**src/rtl/eth_dispatch.sv**
```systemverilog
// rtl/eth_dispatch.sv - holds the Ethernet header word until the classifier answers, then forwards, redirects to CPU, or drops
//
// Optional build macro: ETH_DISPATCH_STATS_EN (adds per-decision packet counters)
//
// Ports:
//   axi_aclk, axi_resetn            clock, asynchronous active-low reset
//   s_axis_t{data,keep,user,last}   input stream payload; s_axis_tvalid / s_axis_tready handshake
//   m_axis_t{data,keep,user,last}   output stream payload toward IPv4 lookup; m_axis_tvalid / m_axis_tready
//   o_pkt_word1                     first-word strobe to the header classifier
//   i_is_for_us, i_is_bmcast,       registered classifier result, sampled only while waiting
//   i_is_arp, i_is_ipv4, i_is_valid   for the decision on the held header
//   i_cnt_clr, o_cnt_fwd,           (stats build only) synchronous counter clear and
//   o_cnt_cpu, o_cnt_drop             saturating forward / CPU-redirect / drop packet counts

module eth_dispatch #(
    parameter int C_S_AXIS_TDATA_WIDTH = 256,
    parameter int C_S_AXIS_TUSER_WIDTH = 128,
    parameter int SRC_PORT_POS         = 16,
    parameter int DST_PORT_POS         = 24,
    parameter int CLS_TIMEOUT          = 4
) (
    input  logic                                axi_aclk,
    input  logic                                axi_resetn,
    input  logic [C_S_AXIS_TDATA_WIDTH-1:0]     s_axis_tdata,
    input  logic [C_S_AXIS_TDATA_WIDTH/8-1:0]   s_axis_tkeep,
    input  logic [C_S_AXIS_TUSER_WIDTH-1:0]     s_axis_tuser,
    input  logic                                s_axis_tvalid,
    output logic                                s_axis_tready,
    input  logic                                s_axis_tlast,
    output logic [C_S_AXIS_TDATA_WIDTH-1:0]     m_axis_tdata,
    output logic [C_S_AXIS_TDATA_WIDTH/8-1:0]   m_axis_tkeep,
    output logic [C_S_AXIS_TUSER_WIDTH-1:0]     m_axis_tuser,
    output logic                                m_axis_tvalid,
    input  logic                                m_axis_tready,
    output logic                                m_axis_tlast,
    output logic                                o_pkt_word1,
    input  logic                                i_is_for_us,
    input  logic                                i_is_bmcast,
    input  logic                                i_is_arp,
    input  logic                                i_is_ipv4,
    input  logic                                i_is_valid
`ifdef ETH_DISPATCH_STATS_EN
    ,
    input  logic                                i_cnt_clr,
    output logic [31:0]                         o_cnt_fwd,
    output logic [31:0]                         o_cnt_cpu,
    output logic [31:0]                         o_cnt_drop
`endif
);

    localparam int KW = C_S_AXIS_TDATA_WIDTH / 8;

    localparam logic [2:0] S_IDLE = 3'd0;
    localparam logic [2:0] S_WAIT = 3'd1;
    localparam logic [2:0] S_PASS = 3'd2;
    localparam logic [2:0] S_BODY = 3'd3;
    localparam logic [2:0] S_DROP = 3'd4;

    localparam logic [1:0] DEC_NONE = 2'd0;
    localparam logic [1:0] DEC_FWD  = 2'd1;
    localparam logic [1:0] DEC_CPU  = 2'd2;
    localparam logic [1:0] DEC_DROP = 2'd3;

    localparam logic [3:0] CLS_TO = 4'(CLS_TIMEOUT);

    logic [2:0]                        state_q, state_d;
    logic [C_S_AXIS_TDATA_WIDTH-1:0]   hdr_data_q, hdr_data_d;
    logic [KW-1:0]                     hdr_keep_q, hdr_keep_d;
    logic [C_S_AXIS_TUSER_WIDTH-1:0]   hdr_user_q, hdr_user_d;
    logic                              hdr_last_q, hdr_last_d;
    logic [3:0]                        cnt_q, cnt_d;

    logic [7:0] sport;
    logic       sport_onehot;
    logic       from_cpu;
    logic [7:0] cpu_dst;
    logic [3:0] cnt_inc;
    logic [1:0] dec;
    logic       dst_wr;
    logic [7:0] dst_val;
    logic       s_ready;

    assign sport        = hdr_user_q[SRC_PORT_POS +: 8];
    assign sport_onehot = (sport != 8'h00) && ((sport & (sport - 8'h01)) == 8'h00);
    // Odd bit positions are CPU ports; each MAC port's CPU partner sits one bit above it.
    assign from_cpu     = |(sport & 8'hAA);
    assign cpu_dst      = (sport & 8'h55) << 1;
    assign cnt_inc      = cnt_q + 4'd1;

    // Decision for the held header; only meaningful in S_WAIT.
    always_comb begin
        dec     = DEC_NONE;
        dst_wr  = 1'b0;
        dst_val = 8'h00;
        if (state_q == S_WAIT) begin
            if (!sport_onehot) begin
                dec = DEC_DROP;
            end else if (from_cpu) begin
                // CPU-originated traffic goes straight to lookup untouched.
                dec = DEC_FWD;
            end else if (i_is_valid) begin
                if (!i_is_for_us) begin
                    dec = DEC_DROP;
                end else if (i_is_bmcast || i_is_arp || !i_is_ipv4) begin
                    dec     = DEC_CPU;
                    dst_wr  = 1'b1;
                    dst_val = cpu_dst;
                end else begin
                    // IPv4 unicast for us: lookup stage chooses the egress port.
                    dec     = DEC_FWD;
                    dst_wr  = 1'b1;
                    dst_val = 8'h00;
                end
            end else if (cnt_inc == CLS_TO) begin
                dec = DEC_DROP;
            end
        end
    end

    always_comb begin
        state_d       = state_q;
        hdr_data_d    = hdr_data_q;
        hdr_keep_d    = hdr_keep_q;
        hdr_user_d    = hdr_user_q;
        hdr_last_d    = hdr_last_q;
        cnt_d         = cnt_q;
        s_ready       = 1'b0;
        m_axis_tvalid = 1'b0;
        m_axis_tdata  = '0;
        m_axis_tkeep  = '0;
        m_axis_tuser  = '0;
        m_axis_tlast  = 1'b0;
        case (state_q)
            S_IDLE: begin
                s_ready = 1'b1;
                if (s_axis_tvalid) begin
                    hdr_data_d = s_axis_tdata;
                    hdr_keep_d = s_axis_tkeep;
                    hdr_user_d = s_axis_tuser;
                    hdr_last_d = s_axis_tlast;
                    cnt_d      = 4'd0;
                    state_d    = S_WAIT;
                end
            end
            S_WAIT: begin
                cnt_d = cnt_inc;
                if (dec == DEC_DROP) begin
                    state_d = S_DROP;
                end else if (dec != DEC_NONE) begin
                    state_d = S_PASS;
                    if (dst_wr) begin
                        hdr_user_d[DST_PORT_POS +: 8] = dst_val;
                    end
                end
            end
            S_PASS: begin
                m_axis_tvalid = 1'b1;
                m_axis_tdata  = hdr_data_q;
                m_axis_tkeep  = hdr_keep_q;
                m_axis_tuser  = hdr_user_q;
                m_axis_tlast  = hdr_last_q;
                if (m_axis_tready) begin
                    state_d = hdr_last_q ? S_IDLE : S_BODY;
                end
            end
            S_BODY: begin
                s_ready       = m_axis_tready;
                m_axis_tvalid = s_axis_tvalid;
                m_axis_tdata  = s_axis_tdata;
                m_axis_tkeep  = s_axis_tkeep;
                m_axis_tuser  = s_axis_tuser;
                m_axis_tlast  = s_axis_tlast;
                if (s_axis_tvalid && m_axis_tready && s_axis_tlast) begin
                    state_d = S_IDLE;
                end
            end
            S_DROP: begin
                if (hdr_last_q) begin
                    state_d = S_IDLE;
                end else begin
                    s_ready = 1'b1;
                    if (s_axis_tvalid && s_axis_tlast) begin
                        state_d = S_IDLE;
                    end
                end
            end
            default: begin
                state_d = S_IDLE;
            end
        endcase
    end

    // Gate ready with reset so nothing is accepted while the block is held in reset.
    assign s_axis_tready = s_ready & axi_resetn;
    assign o_pkt_word1   = (state_q == S_IDLE) & s_axis_tvalid & s_axis_tready;

    always_ff @(posedge axi_aclk or negedge axi_resetn) begin
        if (!axi_resetn) begin
            state_q    <= S_IDLE;
            hdr_data_q <= '0;
            hdr_keep_q <= '0;
            hdr_user_q <= '0;
            hdr_last_q <= 1'b0;
            cnt_q      <= 4'd0;
        end else begin
            state_q    <= state_d;
            hdr_data_q <= hdr_data_d;
            hdr_keep_q <= hdr_keep_d;
            hdr_user_q <= hdr_user_d;
            hdr_last_q <= hdr_last_d;
            cnt_q      <= cnt_d;
        end
    end

`ifdef ETH_DISPATCH_STATS_EN
    logic [31:0] cnt_fwd_q, cnt_fwd_d;
    logic [31:0] cnt_cpu_q, cnt_cpu_d;
    logic [31:0] cnt_drop_q, cnt_drop_d;

    always_comb begin
        cnt_fwd_d  = cnt_fwd_q;
        cnt_cpu_d  = cnt_cpu_q;
        cnt_drop_d = cnt_drop_q;
        if (i_cnt_clr) begin
            cnt_fwd_d  = 32'd0;
            cnt_cpu_d  = 32'd0;
            cnt_drop_d = 32'd0;
        end else begin
            if (dec == DEC_FWD && cnt_fwd_q != 32'hFFFF_FFFF) begin
                cnt_fwd_d = cnt_fwd_q + 32'd1;
            end
            if (dec == DEC_CPU && cnt_cpu_q != 32'hFFFF_FFFF) begin
                cnt_cpu_d = cnt_cpu_q + 32'd1;
            end
            if (dec == DEC_DROP && cnt_drop_q != 32'hFFFF_FFFF) begin
                cnt_drop_d = cnt_drop_q + 32'd1;
            end
        end
    end

    always_ff @(posedge axi_aclk or negedge axi_resetn) begin
        if (!axi_resetn) begin
            cnt_fwd_q  <= 32'd0;
            cnt_cpu_q  <= 32'd0;
            cnt_drop_q <= 32'd0;
        end else begin
            cnt_fwd_q  <= cnt_fwd_d;
            cnt_cpu_q  <= cnt_cpu_d;
            cnt_drop_q <= cnt_drop_d;
        end
    end

    assign o_cnt_fwd  = cnt_fwd_q;
    assign o_cnt_cpu  = cnt_cpu_q;
    assign o_cnt_drop = cnt_drop_q;
`endif

endmodule

```
**config.mk**
```make
export PLATFORM = sky130hd
export DESIGN_NAME = eth_dispatch
export DESIGN_NICKNAME = d
export VERILOG_FILES = /design/src/rtl/eth_dispatch.sv
export SDC_FILE = /design/constraint.sdc
export NUM_CORES = 1
export LEC_CHECK = 0
export ABC_CLOCK_PERIOD_IN_PS = 2000
export BUFFER_PORTS_ARGS = -buffer_cell sky130_fd_sc_hd__clkbuf_2
export CORE_AREA = 2 2 327 329
export DETAILED_ROUTE_END_ITERATION = 8
export DIE_AREA = 0 0 329 331
export PLACE_DENSITY_LB_ADDON = 0.1
export SKIP_LAST_GASP = 1
export SLEW_MARGIN = 20
export SYNTH_ARGS = -nofsm -noshare
export SYNTH_HDL_FRONTEND = slang
export SYNTH_SLANG_ARGS = --single-unit
```
**constraint.sdc**
```tcl
create_clock -name axi_aclk -period 2 [get_ports axi_aclk]
set_input_delay 0.1 -clock axi_aclk [delete_from_list [all_inputs] [get_ports axi_aclk]]
set_output_delay 0.1 -clock axi_aclk [all_outputs]
set_load 0.05 [all_outputs]
```
==> results of run 1 <==
worst min-delay path, cell delays in order:
cell and delay (ns):
clkbuf_2 0.08, a2111oi_0 0.08, nand3_1 0.15, o21ai_1 0.08
mux2_4 0.26
cells by family after synthesis:
kind of cell	share of synthesized area, %
simple gates	1.36
compound gates	19.3
mux	23.1
xor+xnor	0.131
buf+inv	3.19
flops	52.8
fa+ha+maj	0.174
worst max-delay path by stage:
stage | from | end | slack (ns) | depth (start not counted)
after floorplan | state_q[2] | m_axis_tdata[10] | -0.17 | 7
after global placement | hdr_user_q[19] | hdr_user_q[25] | -0.19 | 7
after detailed placement | hdr_user_q[19] | hdr_user_q[29] | -0.18 | 7
after CTS | state_q[0] | m_axis_tdata[4] | -0.51 | 8
after global routing | state_q[0] | m_axis_tkeep[3] | -0.53 | 8
final | state_q[0] | m_axis_tuser[121] | -0.42 | 8
cell type report:
type,instances,area (um2)
Fill cell,9886,63400
Timing Repair Buffer,1453,17100
Sequential cell,424,10600
Multi-Input combinational cell,916,10100
Clock buffer,101,1920
Tap cell,1391,1740
Clock inverter,7,43.8
Inverter,8,32.5
Antenna cell,6,15.0
state kept, by name (all words and copies together), names as in the netlist:
| name | count |
|---|---|
| hdr_data_q | 256 |
| hdr_user_q | 128 |
| hdr_keep_q | 32 |
| cnt_q | 4 |
| state_q | 3 |
| hdr_last_q | 1 |
through the flow:
step,setup slack (ns),power [mW],hold slack (ns),cell area [um2]
6_report,-0.415,49.7,0.165,41600
4_1_cts,-0.514,49.8,0.108,40800
3_3_place_gp,-0.186,36.3,0.0402,32600
2_1_floorplan,-0.172,27.9,-0.196,20800
3_5_place_dp,-0.184,36.8,0.0362,32600
5_1_grt,-0.533,52.3,0.151,41600
per-layer routing:
layer | vias to the layer above | track usage (%) | wire length (um)
li1 | 8558 | - | -
met1 | 9393 | 17.3 | 34100
met2 | 558 | 29.1 | 48600
met3 | 154 | 3.76 | 4970
met4 | 2 | 7.23 | 3990
met5 | - | 0 | 13
Yosys cell counts (all sizes together), types with 2 or more instances:
library cell  instances  share of area, %
nand2                15              0.28
ha                    2              0.12
o21ai                15              0.37
o31ai                 2             0.075
clkbuf               89               1.7
nor2b                 3             0.093
nor2                  9              0.17
a22o                422                18
a21oi                 5              0.12
a31oi                 2             0.062
nand3                 6              0.15
nor4                  2              0.17
dfrtp               424                53
mux2                409                23
xnor2                 3              0.13
nand2b                2             0.062
or3                   4              0.14
nor4b                 2             0.087
inv                   8              0.16
buf                  54               1.4
timing repair:
| item | in CTS | in global routing |
|---|---|---|
| pin swaps | 24 | 29 |
| endpoints found under the hold margin | 844 | 0 |
| cloned | 21 | 9 |
| gates resized for setup | 191 | 106 |
| setup buffers | 27 | 18 |
| endpoints found under the setup margin | 454 | 639 |
| hold buffers | 423 | 0 |
power groups by stage:
stage,Clock (mW),Combinational [mW],Sequential (mW)
after floorplan,0,13.1,14.8
after global placement,0,21.0,15.3
after detailed placement,0,21.3,15.5
after CTS,11.0,23.4,15.4
after global routing,11.4,24.9,16.1
final,10.6,23.6,15.5
==> impl_metrics.toml, run 1 <==
[status]
status = "finished, violations left"
violations = "setup timing"

[yosys]
ys_seq_area_share_pct = 52.8
syn_nets = 1919
synth_ff_type = "dfrtp_1"
async_flop_share_pct = 100
synth_area_per_cell_um2 = 13.5
ys_warn_count = 0
synth.distinct_cells = 43
synth_edf_count = 0
syn_area_um2 = 20100
postSynthCellCount = 1491
ys_ff_latch = 424

[finish]
layout_common_cells = "clkbuf_2, dfrtp_1, dlygate4sd3_1"
final_cell_count_no_fill = 4306
synthToLayoutAreaGrowth_pct = 107
nets = 3289
drive_gt1_share_pct = 65.5
final_util_pct = 39.6
layout_commonest_cell = "clkbuf_2"

[hold_path]
hold_start = "i_is_ipv4"
hp-class = "in -> reg"
holdPathEnd = "hdr_user_q[29]"
hold_path_depth = 5

[worst_setup_path]
worstSetupPathType = "reg -> out"
max_stage_delay_ns = 0.42
regToRegStartpoint = "state_q[0]"
r2r_slack_ns = -0.23
required_ns = 1.90
crit_slowest_cell = "dfrtp_2"
cp.arrival_ns = 2.32
path_buf_inv = 6
crit_chain = "inv_4 > buf_6 > nor2_4 > buf_12 > buf_16 > bufbuf_16 > a22o_2 > buf_12"
cp_max_fo = 20
end_kind = "output pin"
rr_endpoint = "hdr_user_q[31]"
cp-start-kind = "flip-flop"
r2r_cells = 8
path_delay_family = "buffers and inverters"
crit_path_frequent_cell = "buf_12"

[timing]
hold_viol = 0
max_freq_mhz = 414
maxSlewHeadroom_pct = 54.7
period_share_pct = 121
rsz0062_at_grt = "true"
timing.setup.tns_ns = -171.93
layout_setup_ws_ns = -0.415
period_needed_ns = 2.42
worst_slew_pin_slew_ns = 0.679
drv_slew = 0
clock_skew_ns = 0.0129
finalSetupViolations = 771

[power_and_ir_drop]
p_per_area_nw_per_um2 = 1190
clkPwrFrac_pct = 21.3
leakagePower_nw = 18.2
switching_share_pct = 35.1
internal_power_mw = 32.2
pwr-share-comb_pct = 47.5
p_sw_mw = 17.4
vdd_drop_max_uv = 675
p_seq_share_pct = 31.2

[die]
fp.dieW_um = 329
fp.dieH_um = 331
rows = 119
die_area_um2 = 109000
core_um2 = 105000
io_pins = 846
start_util_pct = 19.1

[clock_network]
insertion_delay_ns = 0.64
clk_path_buf_depth = 3
cts.clk_slew.worst_paths_ns = 0.06
cts_root_buf = "clkbuf_16"
htree_levels = 2
clock_sinks = 424
cts_made_buffers = 58
cts_tree = "done"

[drt]
wl_per_cell_um = 21.3
via_count = 18700
via_per_inst = 4.33
ant_nets = 0
drt_wl_total_um = 91700
drt_iter0_drc = 612
firstDrtPassIters = 6
drc_errors = 0

[global_routing]
grt_use_total_pct = 15.9
antenna_found_initial = 6
grt_overflow = 0
grt_pass1_vias = 20500
grt_max_degree = 105
grt_pass1_wl_um = 131000

[run]
max-cap-violations = 0

[placed_design]
dp.cells = 3699
dp_hpwl_um = 64100
io_buffers = 845
place_congestion = 0.766
Note: power is estimated with default switching activity, not from simulation.
==> run 2: changes to the inputs <==
--- a/config.mk
+++ b/config.mk
@@ -7,9 +7,9 @@
 export LEC_CHECK = 0
 export ABC_CLOCK_PERIOD_IN_PS = 2000
 export BUFFER_PORTS_ARGS = -buffer_cell sky130_fd_sc_hd__clkbuf_2
-export CORE_AREA = 2 2 327 329
+export CORE_AREA = 4 4 329 331
 export DETAILED_ROUTE_END_ITERATION = 8
-export DIE_AREA = 0 0 329 331
+export DIE_AREA = 0 0 333 335
 export PLACE_DENSITY_LB_ADDON = 0.1
 export SKIP_LAST_GASP = 1
 export SLEW_MARGIN = 20
==> run 2 against run 1 <==
Net effect:
- the run still ends with setup timing left
- critical path depth shrank 1
- fmax rose by 2.7%
- worst setup slack better by 0.064 ns
- routed wire length rose by 5.8%
- clock skew up 0.0064 ns
- via count grew 1.3%
- sequential share of layout area decreased by 0.86 points
- sequential cell count stayed put
- combinational power is 4% higher
- hold slack gained 0.019 ns
- die area up 2.4%
- clock-buffer cell count is 20 lower
- largest cell class unchanged
==> impl_metrics.toml, run 2 (synthesized netlist as in run 1, its figures left out) <==
[worst_setup_path]
end_kind = "output pin"
crit_chain = "nand2b_4 > nor2_4 > buf_12 > buf_16 > clkbuf_16 > a22o_2 > buf_12"
r2r_cells = 6
worstSetupPathType = "reg -> out"
path_delay_family = "buffers and inverters"
path_buf_inv = 4
required_ns = 1.90
max_stage_delay_ns = 0.37
crit_slowest_cell = "dfrtp_1"
crit_path_frequent_cell = "buf_12"
rr_endpoint = "hdr_user_q[27]"
r2r_slack_ns = -0.19
cp.arrival_ns = 2.25
crit_start = "state_q[2]"
cp_max_fo = 9
cp-start-kind = "flip-flop"
regToRegStartpoint = "hdr_user_q[16]"

[finish]
largest_reg_flops = 256
synthToLayoutAreaGrowth_pct = 114
largest_registers = "hdr_data_q: 256 flops, hdr_user_q: 128 flops, hdr_keep_q: 32 flops"
drive_gt1_share_pct = 65.9
layout_common_cells = "buf_12, clkbuf_2, dlygate4sd3_1"
regMostFlops = "hdr_data_q"
nets = 3301
layout_commonest_cell = "buf_12"

[global_routing]
grt_pass1_wl_um = 137000
grt_max_degree = 87
grt_pass1_vias = 20500
grt_use_total_pct = 16.0
antenna_found_initial = 8
grt_overflow = 0

[timing]
clock_skew_ns = 0.0194
drv_slew = 0
finalSetupViolations = 805
hold_slack_ns = 0.184
maxSlewHeadroom_pct = 65.5
period_share_pct = 118
layout_setup_ws_ns = -0.352
worst_slew_pin_slew_ns = 0.517
max_freq_mhz = 425
hold_viol = 0
rsz0062_at_grt = "true"
period_needed_ns = 2.35

[drt]
ant_nets = 0
drt_wl_total_um = 97000
via_count = 18900
firstDrtPassIters = 4
drt_iter0_drc = 627
via_per_inst = 4.38
wl_per_cell_um = 22.5
drc_errors = 0

[die]
die_area_um2 = 112000
fp.dieH_um = 335
io_pins = 846
core_um2 = 105000
rows = 119
start_util_pct = 19.1
fp.dieW_um = 333

[power_and_ir_drop]
pwr-share-comb_pct = 48.6
switching_share_pct = 35.4
p_seq_share_pct = 31.1
clkPwrFrac_pct = 20.3
internal_power_mw = 32.6
leakagePower_nw = 18.9
p_sw_mw = 17.9
p_per_area_nw_per_um2 = 1170
vdd_drop_max_uv = 619

[clock_network]
htree_levels = 2
clock_sinks = 424
insertion_delay_ns = 0.63
cts.clk_slew.worst_paths_ns = 0.06
cts_made_buffers = 56
clk_path_buf_depth = 3
cts_root_buf = "clkbuf_16"
cts_tree = "done"

[status]
status = "finished, violations left"
violations = "setup timing"

[placed_design]
pre_cts_ws_ns = -0.392
dp_hpwl_um = 66800
place_congestion = 0.785
io_buffers = 845

[hold_path]
hold_path_depth = 5
hold_start = "i_is_ipv4"
hp-class = "in -> reg"
holdPathEnd = "hdr_user_q[25]"

[run]
max-cap-violations = 0
run 2: cell types whose count changed in the layout (fill, tap and decap cells not counted), moves of 12 or more:
cell | before | now
a22o_4 | 92 | 189
a22o_2 | 318 | 223
buf_12 | 377 | 432
clkbuf_8 | 48 | 22
clkbuf_4 | 18 | 1
buf_16 | 26 | 38
run 2: stage by stage:
step | power (mW) | std cells | TNS, ns | area (um2) | utilization [%]
4_1_cts | 49.9 | 4268 | -173.85 | 41200 | 39.2
3_3_place_gp | 36.8 | 3699 | -2.23 | 33500 | 31.8
5_1_grt | 53.1 | 4314 | -243.81 | 43000 | 40.9
6_report | 50.4 | 4314 | -153.17 | 43000 | 40.9
2_1_floorplan | 27.9 | 1491 | -27.76 | 20800 | -
3_5_place_dp | 37.3 | 3699 | -2.65 | 33500 | 31.8
run 2: layout make-up:
class / instances / area [um2]
Clock buffer: 81 / 1650
Multi-Input combinational cell: 916 / 10800
Sequential cell: 424 / 10600
Clock inverter: 19 / 195
Tap cell: 1391 / 1740
Antenna cell: 8 / 20.0
Fill cell: 9821 / 62100
Inverter: 8 / 32.5
Timing Repair Buffer: 1467 / 17900
run 2: worst max path at each step:
| stage | endpoint | slack [ns] | cells after the start |
|---|---|---|---|
| 2_1_floorplan | m_axis_tdata[10] | -0.17 | 7 |
| 3_5_place_dp | hdr_user_q[27] | -0.39 | 5 |
| 4_1_cts | m_axis_tdata[177] | -0.43 | 8 |
| 5_1_grt | m_axis_tdata[162] | -0.45 | 8 |
| 3_3_place_gp | hdr_user_q[29] | -0.34 | 5 |
| 6_report | m_axis_tdata[84] | -0.35 | 7 |
run 2: metal layers:
metal / wire, um / GRT usage, %
met2: 50800 / 28.6
met5: 0 / 0
met3: 5660 / 4.23
met1: 36100 / 17.8
met4: 4400 / 7.55
run 2: timing repair:
item                       4_1_cts  5_1_grt
setup buffers                   24       11
resized for setup              155      180
hold buffers                   423        0
setup endpoints to repair      428      819
pin swaps                       25       77
gates cloned                    22       32
hold endpoints to repair       673        0
run 2: power groups by stage:
stage	registers, mW	logic, mW	clock network (mW)
finish	15.7	24.5	10.2
global route	16.3	25.9	11.0
CTS	15.4	23.8	10.7
detailed placement	15.5	21.8	0
global placement	15.3	21.5	0
floorplan	14.8	13.1	0
run 2: worst reg2reg max path: cells and delay by family, from the launching register on:
kind	cells	cell delay, ns
xor+xnor	1	0.18
flops	1	0.44
simple gates	3	1.01
mux	1	0.33
compound gates	1	0.12
==> run 3: changes to the inputs <==
--- a/config.mk
+++ b/config.mk
@@ -11,8 +11,8 @@
 export DETAILED_ROUTE_END_ITERATION = 8
 export DIE_AREA = 0 0 333 335
 export PLACE_DENSITY_LB_ADDON = 0.1
+export REMOVE_ABC_BUFFERS = 1
 export SKIP_LAST_GASP = 1
-export SLEW_MARGIN = 20
 export SYNTH_ARGS = -nofsm -noshare
 export SYNTH_HDL_FRONTEND = slang
 export SYNTH_SLANG_ARGS = --single-unit
==> run 3 against run 2 <==
Net effect:
- the flow still finishes with violations (setup timing)
- sequential share of layout area down 0.35 points
- critical path depth up 1
- highest routed layer is now met5
- die area unchanged
- first-iteration DRC count down 4.3%
- clock-buffer cell count up 8
- sequential cell count unchanged
==> impl_metrics.toml, run 3 (synthesized netlist as in run 1, its figures left out) <==
[status]
status = "finished, violations left"
violations = "setup timing"

[worst_setup_path]
path_buf_inv = 5
cp-start-kind = "flip-flop"
crit_slowest_cell = "dfrtp_2"
max_stage_delay_ns = 0.42
worstSetupPathType = "reg -> out"
required_ns = 1.90
cp.arrival_ns = 2.42
crit_chain = "nand2b_4 > nor2_4 > buf_8 > buf_12 > buf_4 > buf_16 > a22o_1 > buf_12"
path_delay_family = "buffers and inverters"
cp_max_fo = 8
crit_path_frequent_cell = "buf_12"
end_kind = "output pin"

[finish]
layout_common_cells = "clkbuf_2, dlygate4sd3_1, dfrtp_1"
largest_registers = "hdr_data_q: 256 flops, hdr_user_q: 128 flops, hdr_keep_q: 32 flops"
nets = 3369
drive_gt1_share_pct = 59.8
largest_reg_flops = 256
fillCellCount = 9736
final_cell_count_no_fill = 4388
synthToLayoutAreaGrowth_pct = 117
design_area_um2 = 43600
layout_commonest_cell = "clkbuf_2"
regMostFlops = "hdr_data_q"

[global_routing]
grt_use_total_pct = 17.0
grt_max_degree = 96
grt_overflow = 0
grt_pass1_wl_um = 143000
grt_pass1_vias = 21300
antenna_found_initial = 17

[drt]
wl_per_cell_um = 23.9
firstDrtPassIters = 4
drt_wl_total_um = 105000
drt_iter0_drc = 600
drc_errors = 0
ant_nets = 0
via_count = 19400
via_per_inst = 4.41

[power_and_ir_drop]
power_mw = 51.5
p_per_area_nw_per_um2 = 1180
vdd_drop_max_uv = 737
leakagePower_nw = 19.4

[placed_design]
pre_cts_ws_ns = -0.226
dp_hpwl_um = 65300
dpl-instance-area_um2 = 31500
io_buffers = 845
dp.cells = 3694
place_congestion = 0.769

[timing]
rsz0062_at_grt = "true"
period_needed_ns = 2.52
worst_slew_pin_slew_ns = 0.775
maxSlewHeadroom_pct = 48.4
period_share_pct = 126
drv_slew = 0
finalSetupViolations = 631
hold_viol = 0
clock_skew_ns = 0.0266
max_freq_mhz = 396
layout_setup_ws_ns = -0.523

[clock_network]
clock_sinks = 424
insertion_delay_ns = 0.65
htree_levels = 2
cts_tree = "done"
cts.clk_slew.worst_paths_ns = 0.05
cts_root_buf = "clkbuf_16"
cts_made_buffers = 57
clk_path_buf_depth = 3

[die]
start_util_pct = 19.1
rows = 119
core_um2 = 105000
fp.dieW_um = 333
die_area_um2 = 112000
io_pins = 846
fp.dieH_um = 335

[run]
max-cap-violations = 0

[hold_path]
hp-class = "in -> reg"
-- run 3: cell count changes in the layout (fill, tap and decap cells not counted), sizes merged --
| cell | previous run | this run |
|---|---|---|
| clkbuf | 552 | 558 |
| bufbuf | 0 | 1 |
| inv | 8 | 9 |
| buf | 574 | 642 |
| diode | 8 | 14 |
| bufinv | 4 | 3 |
| clkinv | 15 | 8 |
-- run 3: power by group --
group	internal, mW	switching [mW]
clock	6.32	4.19
sequential	13.1	2.75
combinational	13.6	11.6
total	33.0	18.5
-- run 3: area by class of cell --
class	count	area, um2	area share [%]
clock buffer	89	1750	4.01
multi-input combinational	916	10700	24.6
antenna	14	35.0	0.0803
sequential	424	10600	24.3
timing repair buffer	1534	18600	42.6
clock inverter	12	139	0.318
tap	1391	1740	3.99
inverter	8	32.5	0.0746
-- run 3: tightest hold or removal path, cell delays in order --
cell,delay [ns]
clkbuf_2,0.10
a211oi_1,0.07
nor2b_1,0.17
nand2b_1,0.10
mux2i_1,0.12
-- run 3: repair_timing --
action / 4_1_cts / 5_1_grt
endpoints found under the hold margin: 843 / 0
hold buffers: 423 / 0
gates cloned: 48 / 40
setup buffers: 49 / 45
gates resized for setup: 261 / 446
setup endpoints to repair: 429 / 638
pin swaps: 89 / 88
-- run 3: path summary, 6_finish.rpt --
path,startpoint,end,slack [ns],cells after the start
max,state_q[2],m_axis_tdata[11],-0.52,8
min,m_axis_tready,state_q[0],0.08,5
max reg2reg,hdr_user_q[23],hdr_user_q[29],-0.22,6
min reg2reg,hdr_data_q[145],hdr_data_q[145],0.49,1
max in group asynchronous,axi_resetn,hdr_data_q[125],1.05,3
min in group asynchronous,axi_resetn,hdr_data_q[13],0.17,3
-- run 3: layer usage --
metal	GRT usage [%]	part of all wire (%)
met1	18.8	39
met2	30.3	51
met3	5.51	6.8
met4	6.20	3.4
met5	0	0.0067
-- run 3: per-stage QoR --
step,utilization (%),hold slack (ns),TNS [ns]
after floorplan,-,-0.196,-
after global placement,30.0,0.0245,-1.31
after detailed placement,30.0,0.0379,-1.40
after CTS,38.9,0.00975,-233.93
after global routing,41.5,0.0920,-253.22
final,41.5,0.0810,-189.80
